==> config.mk <==
export PLATFORM = sky130hd
export DESIGN_NAME = mem_access_scheduler
export DESIGN_NICKNAME = d
export VERILOG_FILES = /design/src/rtl/mem_access_scheduler_pkg.sv /design/src/rtl/mem_tag_queue.sv /design/src/rtl/mem_access_scheduler.sv
export SDC_FILE = /design/constraint.sdc
export NUM_CORES = 1
export LEC_CHECK = 0
export CORE_MARGIN = 2
export CORE_UTILIZATION = 30
export CTS_BUF_LIST = sky130_fd_sc_hd__clkbuf_8
export CTS_CLUSTER_SIZE = 40
export DETAILED_ROUTE_END_ITERATION = 8
export HOLD_SLACK_MARGIN = 0.05
export PLACE_DENSITY = 0.54
export SLEW_MARGIN = 20
export SYNTH_ARGS = -nofsm -noshare
export SYNTH_HDL_FRONTEND = slang
export SYNTH_SLANG_ARGS = --single-unit
==> constraint.sdc <==
create_clock -name clk -period 7.15 [get_ports clk]
set_input_delay 1.43 -clock clk [delete_from_list [all_inputs] [get_ports clk]]
set_output_delay 1.43 -clock clk [all_outputs]
set_load 0.01 [all_outputs]
==> src/rtl/mem_access_scheduler_pkg.sv <==
// Shared types for the memory access scheduler.
//   memory_source_e : identifies who issued a memory access (tag queue payload)
//   REQ_*           : bit positions of each requester in req/gnt vectors
package mem_access_scheduler_pkg;

  typedef enum logic [1:0] {
    IFMAP_BUFFER  = 2'd0,
    WEIGHT_BUFFER = 2'd1,
    COMPRESSOR    = 2'd2,
    NONE          = 2'd3
  } memory_source_e;

  localparam int NUM_REQ    = 3;
  localparam int REQ_IFMAP  = 0;
  localparam int REQ_WEIGHT = 1;
  localparam int REQ_COMP   = 2;

endpackage

==> src/rtl/mem_tag_queue.sv <==
// In-order tag FIFO remembering the issuer of every in-flight read.
// Ports:
//   clk, rst         clock, synchronous active-high reset
//   flush            empties the queue (layer start)
//   push, push_src   enqueue the source of a newly issued read
//   pop              dequeue the head on a read return
//   head_src         source at the head of the queue
//   count            number of entries held
//   empty, full      occupancy flags
// A push and a pop in the same cycle are accepted even when full.
module mem_tag_queue
  import mem_access_scheduler_pkg::*;
#(
  parameter int DEPTH = 16
) (
  input  logic                     clk,
  input  logic                     rst,
  input  logic                     flush,
  input  logic                     push,
  input  memory_source_e           push_src,
  input  logic                     pop,
  output memory_source_e           head_src,
  output logic [$clog2(DEPTH):0]   count,
  output logic                     empty,
  output logic                     full
);

  localparam int PTR_W = $clog2(DEPTH);
  localparam int CNT_W = PTR_W + 1;

  memory_source_e     store [DEPTH];
  logic [PTR_W-1:0]   wr_ptr;
  logic [PTR_W-1:0]   rd_ptr;
  logic               push_ok;
  logic               pop_ok;

  assign empty    = (count == '0);
  assign full     = (count == CNT_W'(DEPTH));
  assign push_ok  = push & (~full | pop);
  assign pop_ok   = pop & ~empty;
  assign head_src = store[rd_ptr];

  always_ff @(posedge clk) begin
    if (rst || flush) begin
      wr_ptr <= '0;
      rd_ptr <= '0;
      count  <= '0;
    end else begin
      if (push_ok) wr_ptr <= wr_ptr + 1'b1;
      if (pop_ok)  rd_ptr <= rd_ptr + 1'b1;
      case ({push_ok, pop_ok})
        2'b10:   count <= count + 1'b1;
        2'b01:   count <= count - 1'b1;
        default: count <= count;
      endcase
    end
  end

  // Payload storage carries no reset; validity is tracked by the pointers.
  always_ff @(posedge clk) begin
    if (push_ok) store[wr_ptr] <= push_src;
  end

endmodule

==> src/rtl/mem_access_scheduler.sv <==
// Shares one external memory port between the decompressor (ifmap reads),
// the weight buffer (reads) and the compressor (writes).
// Round-robin grant, one access per cycle, per-requester address counters,
// in-order tracking of read returns routed back to their issuer.
// Ports:
//   clk, rst                         clock, synchronous active-high reset
//   start                            reload bases, flush tracking, clear error
//   ifmap_base/weight_base/comp_base base addresses sampled on start
//   req[2:0], comp_wdata             requests ([0] ifmap, [1] weight, [2] comp)
//   gnt[2:0]                         one-hot grant in the issue cycle
//   mem_addr, mem_read_valid,
//   mem_write_valid, mem_write_data  memory issue port
//   mem_data, mem_valid              memory read return
//   rd_data, rd_valid[1:0]           return routed to ifmap [0] / weight [1]
//   outstanding                      reads in flight
//   err_unexp_rsp                    sticky: return seen with nothing in flight
module mem_access_scheduler
  import mem_access_scheduler_pkg::*;
#(
  parameter int ADDR_W    = 16,
  parameter int DATA_W    = 32,
  parameter int MAX_OUTST = 16
) (
  input  logic                         clk,
  input  logic                         rst,
  input  logic                         start,
  input  logic [ADDR_W-1:0]            ifmap_base,
  input  logic [ADDR_W-1:0]            weight_base,
  input  logic [ADDR_W-1:0]            comp_base,
  input  logic [2:0]                   req,
  input  logic [DATA_W-1:0]            comp_wdata,
  output logic [2:0]                   gnt,
  output logic [ADDR_W-1:0]            mem_addr,
  output logic                         mem_read_valid,
  output logic                         mem_write_valid,
  output logic [DATA_W-1:0]            mem_write_data,
  input  logic [DATA_W-1:0]            mem_data,
  input  logic                         mem_valid,
  output logic [DATA_W-1:0]            rd_data,
  output logic [1:0]                   rd_valid,
  output logic [$clog2(MAX_OUTST):0]   outstanding,
  output logic                         err_unexp_rsp
);

  logic [ADDR_W-1:0]  addr_cnt [NUM_REQ];
  logic [1:0]         rr_ptr;
  logic [2:0]         elig;
  logic [1:0]         cand0;
  logic [1:0]         cand1;
  logic [1:0]         cand2;
  logic [1:0]         sel;
  logic               any_elig;
  logic               issue;
  logic               pop;
  logic               q_full;
  logic               q_empty;
  memory_source_e     q_head;
  memory_source_e     push_src;

  function automatic logic [1:0] next_req(input logic [1:0] idx);
    return (idx == 2'd2) ? 2'd0 : idx + 2'd1;
  endfunction

  // Reads are held back once the tag queue is full; writes never need a tag.
  assign elig = {req[REQ_COMP], req[REQ_WEIGHT] & ~q_full, req[REQ_IFMAP] & ~q_full};

  always_comb begin
    cand0    = rr_ptr;
    cand1    = next_req(cand0);
    cand2    = next_req(cand1);
    sel      = cand0;
    any_elig = 1'b1;
    if (elig[cand0])      sel = cand0;
    else if (elig[cand1]) sel = cand1;
    else if (elig[cand2]) sel = cand2;
    else                  any_elig = 1'b0;
  end

  assign issue           = any_elig & ~rst & ~start;
  assign gnt             = issue ? (3'b001 << sel) : 3'b000;
  assign mem_addr        = issue ? addr_cnt[sel] : '0;
  assign mem_read_valid  = gnt[REQ_IFMAP] | gnt[REQ_WEIGHT];
  assign mem_write_valid = gnt[REQ_COMP];
  assign mem_write_data  = comp_wdata;
  assign push_src        = gnt[REQ_IFMAP] ? IFMAP_BUFFER : WEIGHT_BUFFER;

  // Returns are routed in the same cycle they arrive, using the queue head.
  assign pop         = mem_valid & ~q_empty & ~rst & ~start;
  assign rd_data     = mem_data;
  assign rd_valid[0] = pop & (q_head == IFMAP_BUFFER);
  assign rd_valid[1] = pop & (q_head == WEIGHT_BUFFER);

  mem_tag_queue #(
    .DEPTH (MAX_OUTST)
  ) u_tag_queue (
    .clk      (clk),
    .rst      (rst),
    .flush    (start),
    .push     (mem_read_valid),
    .push_src (push_src),
    .pop      (pop),
    .head_src (q_head),
    .count    (outstanding),
    .empty    (q_empty),
    .full     (q_full)
  );

  always_ff @(posedge clk) begin
    if (rst) begin
      rr_ptr        <= 2'd0;
      err_unexp_rsp <= 1'b0;
      for (int i = 0; i < NUM_REQ; i++) addr_cnt[i] <= '0;
    end else if (start) begin
      rr_ptr               <= 2'd0;
      err_unexp_rsp        <= 1'b0;
      addr_cnt[REQ_IFMAP]  <= ifmap_base;
      addr_cnt[REQ_WEIGHT] <= weight_base;
      addr_cnt[REQ_COMP]   <= comp_base;
    end else begin
      if (issue) begin
        rr_ptr        <= next_req(sel);
        addr_cnt[sel] <= addr_cnt[sel] + 1'b1;
      end
      if (mem_valid && q_empty) err_unexp_rsp <= 1'b1;
    end
  end

endmodule

Yosys cells after proc, flatten, opt, wreduce, memory -nomap -nowiden
Memories as Yosys holds them, arrays and structs flattened. A register that Yosys moved wholly into a read port is not among the register bits. Index checks and enable logic that the tools add are counted.

Bitwise gates (word level): 20. Shifts and indexed selects: 1. $add $sub $neg: 8. Eq/ne operators: 7. Muxes and demuxes: 38. $lt $le $gt $ge: 3. Reduce and logical (&&, ||, !) cells: 7.

Operators with widths (number): $mux 16 (5); $mux 1 (19); $add 16x1->16 const B (1); $reduce_or 16->1 (1); $mux 2 (7); $and 1x1->1 (11); $pmux 5 s2 (1); $lt 2x3->1 const B (3); $add 4x1->4 const B (2); $eq 2x2->1 const B (4); $mux 4 (2); $add 2x1->2 const B (3); $bmux 1 s2 (3); $add 5x1->5 const B (1); $eq 5x5->1 const B (1); $logic_not 5->1 (1); $or 1x1->1 (5); $sub 5x1->5 const B (1); $eq 2x1->1 const B (2); $not 1->1 (4); $mux 3 (1); $shl 1x2->3 const A (1); $logic_not 2->1 (1); $reduce_bool 2->1 (1); other kinds (3) (3).

Input port bits: 119. Register bits after elaboration: 16. Word-level logic and storage cells: 91. Output and inout bits: 93. Memories: 2. RAM bits: 64.

Memories: addr_cnt (depth 3, width 16, rd ports 1, clocked after Yosys merged registers in 0, wr ports 3, RTL line mem_access_scheduler.sv:45) `logic [ADDR_W-1:0] addr_cnt [NUM_REQ];`; u_tag_queue.store (depth 16, width 1, rd ports 1, clocked after Yosys merged registers in 1, wr ports 1, RTL line mem_tag_queue.sv:31) `memory_source_e store [DEPTH];`.

Logic depth before layout (Yosys ltp)
Gate-level depths: netlist of run 1.

Depth in word-level cells: 17. Mapped depth: 17. Mapped depth without buffers: 13.

Hierarchy
From an unflattened synthesis of run 1, not the netlist that was laid out.

Cells, all modules: 572. Area total of the unflattened synthesis: 6446.2 um^2.

By module, submodules not included: mem_access_scheduler (cells an instance 402, area each 4186.5 um^2, instances 1, seq. area each 1981.9 um^2); mem_tag_queue (cells an instance 170, area each 2259.7 um^2, instances 1, seq. area each 1301.2 um^2).

Least setup slack after synthesis of run 1
No wires, ideal clock.

Kind: input to output. Start: input port req[2]. End: output port gnt[1]. Path buffers: 4. Data arrival time: 3.527 ns. Stages on the path: 11. Data required time: 5.720 ns. Setup slack: 2.193 ns. Cells stage by stage: buf_2 -> or2_2 -> o2bb2ai_4 -> or2_1 -> buf_4 -> or2_2 -> clkbuf_1 -> clkinv_1 -> nand2_1 -> inv_1 -> clkbuf_1.

Word-level cells in the longest chain between the ends: 8. Elaborated cells between the ends (all ways): 16. Those cells by class: 1 x shift; 13 x mux; 2 x bitwise.

Ends and longest elaborated chain: start, declared (RTL line mem_access_scheduler.sv:30) `input logic [2:0] req,`; $bmux 1 s2 (RTL line mem_access_scheduler.sv:75) `else if (elig[cand2]) sel = cand2;`; $mux 1 (not written as such) (RTL line mem_access_scheduler.sv:75); $mux 1 (RTL line mem_access_scheduler.sv:75); $mux 1 (RTL line mem_access_scheduler.sv:74) `else if (elig[cand1]) sel = cand1;`; $mux 1 (RTL line mem_access_scheduler.sv:73) `if (elig[cand0]) sel = cand0;`; $and 1x1->1 (2 in series) (RTL line mem_access_scheduler.sv:79) `assign issue = any_elig & ~rst & ~start;`; $mux 3 (*) (RTL line mem_access_scheduler.sv:80) `assign gnt = issue ? (3'b001 << sel) : 3'b000;`; end, declared (RTL line mem_access_scheduler.sv:32) `output logic [2:0] gnt,`.

Every way passes the cells marked *; elsewhere a longest branch is shown, timed or not. The select of a mux whose other input is x is not followed.

Worst setup path after layout of run 1
Ends and elaborated chain as after synthesis.

==> results of run 1 <==
## per-layer routing
metal | vias up | share of wire (%) | wire, µm | track usage [%]
met2 | 230 | 46 | 8340 | 23.9
met3 | 28 | 6.7 | 1220 | 3.62
li1 | 2383 | - | - | -
met1 | 2526 | 46 | 8340 | 21.4
met5 | - | 0 | 0 | 0
met4 | 0 | 1.9 | 341 | 5.47
## layout by cell type (no fill, tap or decap), types with 12 or more instances in the layout
cell              n
nand3_1          23
a22o_1           24
buf_4            15
a32oi_1          20
nor4_1           13
o211a_1          20
nand2_1          36
o21ai_0          15
clkdlybuf4s50_1  83
inv_1            14
xor2_1           15
edfxtp_1         80
a221o_1          15
o211ai_1         40
dfxtp_1          20
a21oi_1          12
mux2i_1          23
conb_1           16
nor2_1           58
nor3_1           12
## kinds of logic after synthesis
| kind of cell | count (synthesis) | share of synthesized area, % |
|---|---|---|
| other | 1 | 0.0570 |
| DFF | 100 | 42.6 |
| muxes | 31 | 5.76 |
| and+or+nand+nor | 189 | 14.9 |
| xor gates and xnor gates | 24 | 3.20 |
| buffers and inverters | 132 | 11.9 |
| AOI/OAI and AO/OA | 160 | 19.7 |
| adders and majority gates | 10 | 1.90 |
## where the power goes
part           switching, mW  internal [mW]  total [mW]
logic                  0.163          0.111       0.274
clock network          0.224          0.168       0.392
registers             0.0228          0.678       0.700
## flip-flops by register name (all words and copies together) (netlist names), named ones only
signal and cells:
u_tag_queue.count 5, u_tag_queue.store 16, u_tag_queue.rd_ptr 4, cand0 2, u_tag_queue.wr_ptr 4, addr_cnt 64, err_unexp_rsp 1
## tightest hold or removal path, cell delays in order, from the launching register on
cell and delay, ns:
dfxtp_1 0.34, a31oi_1 0.04, nor2_1 0.08
## path summary, 6_finish.rpt
check	slack, ns	cells past startpoint	end	startpoint
setup / recovery	0.82	10	gnt[1]	req[2]
hold / removal	0.51	2	err_unexp_rsp	err_unexp_rsp
setup reg to reg	2.73	14	u_tag_queue.count[4]	cand0[1]
hold reg to reg	0.51	2	err_unexp_rsp	err_unexp_rsp
## synth_stat cells, types with 2 or more instances
cell	n	share of area, %
a211oi_1	2	0.23
a21oi_1	12	0.91
a221o_1	15	2.3
a22o_1	24	3.2
a31oi_1	2	0.19
a32oi_1	20	2.7
and2_1	3	0.29
buf_1	5	0.29
buf_2	2	0.15
buf_4	67	7.6
buf_6	4	0.68
clkbuf_1	38	2.2
dfxtp_1	20	6.1
edfxtp_1	80	37
ha_1	10	1.9
inv_1	14	0.80
mux2_2	2	0.34
mux2i_1	23	3.5
mux4_2	5	1.7
nand2_1	36	2.1
nand2b_1	6	0.57
nand3_1	23	1.8
nand3b_1	4	0.46
nand4_1	7	0.67
nor2_1	58	3.3
nor2b_1	4	0.38
nor3_1	12	0.91
nor3b_1	3	0.34
nor4_1	13	1.2
nor4_4	2	0.65
o211a_1	20	3.0
o211ai_1	40	4.6
o21ai_0	15	1.1
o21ai_1	2	0.15
or2_1	6	0.57
or2_2	3	0.29
or3_1	4	0.38
xnor2_1	9	1.2
xor2_1	15	2.0
## cell type report
class / count / area, µm²
clock buffer: 9 / 124
clock inverter: 7 / 80.1
fill: 2162 / 14200
inverter: 16 / 60.1
multi-input combinational: 430 / 3060
sequential: 100 / 2800
tap: 280 / 350
timing repair buffer: 99 / 963
## stage by stage
| step | worst slack, ns | power (mW) |
|---|---|---|
| after detailed placement | 0.856 | 0.984 |
| after floorplan | 2.19 | 0.908 |
| after global placement | 0.948 | 0.981 |
| final | 0.821 | 1.37 |
| after CTS | 0.845 | 1.37 |
| after global routing | 0.612 | 1.42 |
==> flow_summary.yaml, run 1 <==
drt:
  firstDrtPassIters: 5
  drc_errors: 0
  vias: 5167
  antenna_left: 0
  wl_per_cell_um: 19.4
  via_per_inst: 5.49
  drt_first_iter_violations: 531
  wirelength_um: 18200
cts:
  cts_hold_buf: 0
  cts_tree: "built"
  cts_buffers: 9
  clk_pin_slew_ns: 0.10
  htreeDepth: 3
  clock_latency_ns: 0.39
  cts_max_path_buffers: 2
  cts_resized: 0
  post-cts-setup-buffers: 0
  cts.sinks: 100
  cts_root_buf: "clkbuf_8"
die:
  die_h_um: 152
  start_util_pct: 30.3
  die_w_um: 152
  row_count: 54
  core_um2: 21700
  pin_count: 212
  die_area_um2: 23100
timing:
  skew_ns: 0.00764
  fin_setup_tns_ns: 0
  hold_ws_ns: 0.505
  setup_violations: 0
  slew_headroom_pct: 31.4
  min_period_over_period_pct: 88.5
  rsz0062_at_grt: "no"
  fmax_ghz: 0.158
  final-max-slew-violation-count: 0
  tightestPinTransition_ns: 1.03
  fin_crit_ns: 6.33
  hold_viol: 0
global_route:
  antenna_found_initial: 0
  grt_max_degree: 49
  grt_overflow: 0
  grt_pass1_wl_um: 28500
  grt_pass1_vias: 5143
  grt_usage_pct: 15.5
placement:
  place_inst: 924
  port_buffers: 83
  gp_congestion: 0.841
  dpl_cell_area_um2: 7220
  hpwl_um: 12700
worst_setup_path:
  cpLargestDelayFamily: "buffers and inverters"
  crit_required_ns: 5.72
  cp_slowest_cell: "clkdlybuf4s50_1"
  cp.arrival_ns: 4.90
  max_stage_delay_ns: 0.63
  path_buf_inv: 5
  cp-start-kind: "input pin"
  crit_fanout: 25
  path_class: "in -> out"
  end_kind: "output port"
  crit_chain: "clkdlybuf4s50_1 > or2_2 > o2bb2ai_4 > or2_1 > buf_4 > or2_2 > clkinv_1 > nand2_1 > inv_1 > clkdlybuf4s50_1"
logic_synthesis:
  synth-edff-count: 80
  ys_warn_count: 0
  avgSynthCellArea_um2: 10.2
  synth_top_flop_cell: "edfxtp_1"
  ys_seq_area_share_pct: 42.6
  syn-cell-area_um2: 6580
  ys_types: 56
  ys_async_sr_fraction_pct: 0
  synth_cells: 647
  synth-seq-cells: 100
run_status:
  status: "completed"
power:
  ir_drop_mv: 0.0815
  static-leakage-power_nw: 2.74
  power_density_nw_per_um2: 183
cells_and_area:
  finalNetCount: 785
  fin_cells: 941
  area_growth_pct: 13.2
  postLayoutCoreUtil_pct: 34.3
  drive_gt1_share_pct: 8.47
  final_area_um2: 7440
  antennaDiodeCount: 0
job:
  maxCapViolations: 0
hold_path:
  hold_class: "reg -> reg"
No activity file was read; power rests on OpenSTA's default activity.
==> run 2, diff against run 1 <==
Settings changed: CORE_MARGIN 2 to unset.
==> run 2 against run 1 <==
  * Total power is 1.0% lower
  * Combinational power hardly changed
  * Sequential share of layout area is 0.051 points higher
  * Critical path type unchanged
  * Critical endpoint unchanged
==> flow_summary.yaml, run 2 (synthesis gave the netlist of run 1 again) <==
job:
  maxCapViolations: 0
cts:
  cts_max_path_buffers: 2
  cts_resized: 0
  cts_root_buf: "clkbuf_8"
  cts_tree: "built"
  cts.sinks: 100
  clk_pin_slew_ns: 0.11
  post-cts-setup-buffers: 0
  clock_latency_ns: 0.40
  cts_buffers: 9
  cts_hold_buf: 0
  htreeDepth: 3
placement:
  gp_congestion: 0.841
  port_buffers: 83
  hpwl_um: 12700
  place_inst: 918
drt:
  via_per_inst: 5.42
  antenna_left: 0
  wirelength_um: 18100
  firstDrtPassIters: 5
  drc_errors: 0
  vias: 5067
  wl_per_cell_um: 19.4
  drt_first_iter_violations: 445
global_route:
  grt_pass1_wl_um: 28100
  grt_usage_pct: 16.6
  antenna_found_initial: 0
  grt_max_degree: 49
  grt_overflow: 0
  grt_pass1_vias: 4921
worst_setup_path:
  cp-start-kind: "input pin"
  crit_chain: "clkdlybuf4s50_1 > or2_2 > o2bb2ai_4 > or2_1 > buf_4 > or2_2 > clkinv_1 > nand2_1 > inv_1 > clkdlybuf4s50_1"
  end_kind: "output port"
  max_stage_delay_ns: 0.62
  cp_slowest_cell: "clkdlybuf4s50_1"
  path_class: "in -> out"
  crit_fanout: 25
  r2r_slack_ns: 2.57
  cp.arrival_ns: 4.85
  crit_required_ns: 5.72
timing:
  final-max-slew-violation-count: 0
  rsz0062_at_grt: "no"
  min_period_over_period_pct: 87.9
  fmax_ghz: 0.159
  fin_setup_tns_ns: 0
  skew_ns: 0.0163
  fin_crit_ns: 6.28
  hold_viol: 0
  tightestPinTransition_ns: 1.07
  slew_headroom_pct: 28.3
  setup_violations: 0
power:
  static-leakage-power_nw: 2.74
  ir_drop_mv: 0.0847
  power_density_nw_per_um2: 182
  design_power_total_mw: 1.35
die:
  die_h_um: 150
  core_um2: 21300
  start_util_pct: 30.9
  die_area_um2: 22500
  row_count: 53
  die_w_um: 150
  pin_count: 212
cells_and_area:
  reg_top3: "addr_cnt: 64 flops, u_tag_queue.store: 16 flops, u_tag_queue.count: 5 flops"
  final_cell_mix: "clkdlybuf4s50_1 (83), edfxtp_1 (80), nor2_1 (58)"
  fin_cells: 935
  drive_gt1_share_pct: 8.18
  finalNetCount: 784
  area_growth_pct: 13.0
  largest_register: "addr_cnt"
  final_common_cell: "clkdlybuf4s50_1"
  n_fill_cell: 2092
  antennaDiodeCount: 0
  largest_register_ff_count: 64
run_status:
  status: "completed"
hold_path:
  hold_class: "reg -> reg"
[run 2: worst max-delay path, delay by kind of cell]
family | cells | cell delay (ns)
buffers and inverters | 5 | 1.78
AOI/OAI and AO/OA | 1 | 0.37
and+or+nand+nor | 4 | 1.25
[run 2: area by class of cell]
cell class              count  area, µm²  area share [%]
clock buffers               9        124            1.67
flip-flops and latches    100       2800            37.7
multi-input cells         430       3060            41.2
clock inverters             7       76.3            1.03
well taps                 275        344            4.63
repair buffers             98        963            13.0
inverters                  16       60.1           0.808
[run 2: path summary, 6_finish.rpt]
check	start	end	cells past startpoint
hold / removal	err_unexp_rsp	err_unexp_rsp	2
setup / recovery	req[2]	gnt[1]	10
setup reg to reg	cand0[1]	addr_cnt[2][14]	9
hold reg to reg	err_unexp_rsp	err_unexp_rsp	2
[run 2: power breakdown]
| group | internal, mW | switching [mW] |
|---|---|---|
| logic | 0.109 | 0.166 |
| clock network | 0.165 | 0.211 |
| registers | 0.678 | 0.0225 |
[run 2: layer usage]
| layer | share of wire, % | up-vias | wire (µm) | GRT usage, % |
|---|---|---|---|---|
| met5 | 0 | - | 0 | 0 |
| met1 | 46 | 2474 | 8350 | 22.6 |
| li1 | - | 2380 | - | - |
| met4 | 1.8 | 0 | 319 | 6.82 |
| met3 | 7.1 | 26 | 1290 | 3.57 |
| met2 | 45 | 187 | 8160 | 25.3 |
[run 2: stage by stage]
step | hold WS [ns] | utilization, % | setup slack, ns | cell area, µm²
CTS | 0.491 | 34.8 | 0.886 | 7410
global route | 0.557 | 34.9 | 0.721 | 7430
floorplan | 0.459 | - | 2.19 | 6630
finish | 0.487 | 34.9 | 0.868 | 7430
detailed placement | 0.465 | 33.9 | 0.905 | 7210
global placement | 0.452 | 33.9 | 0.939 | 7210
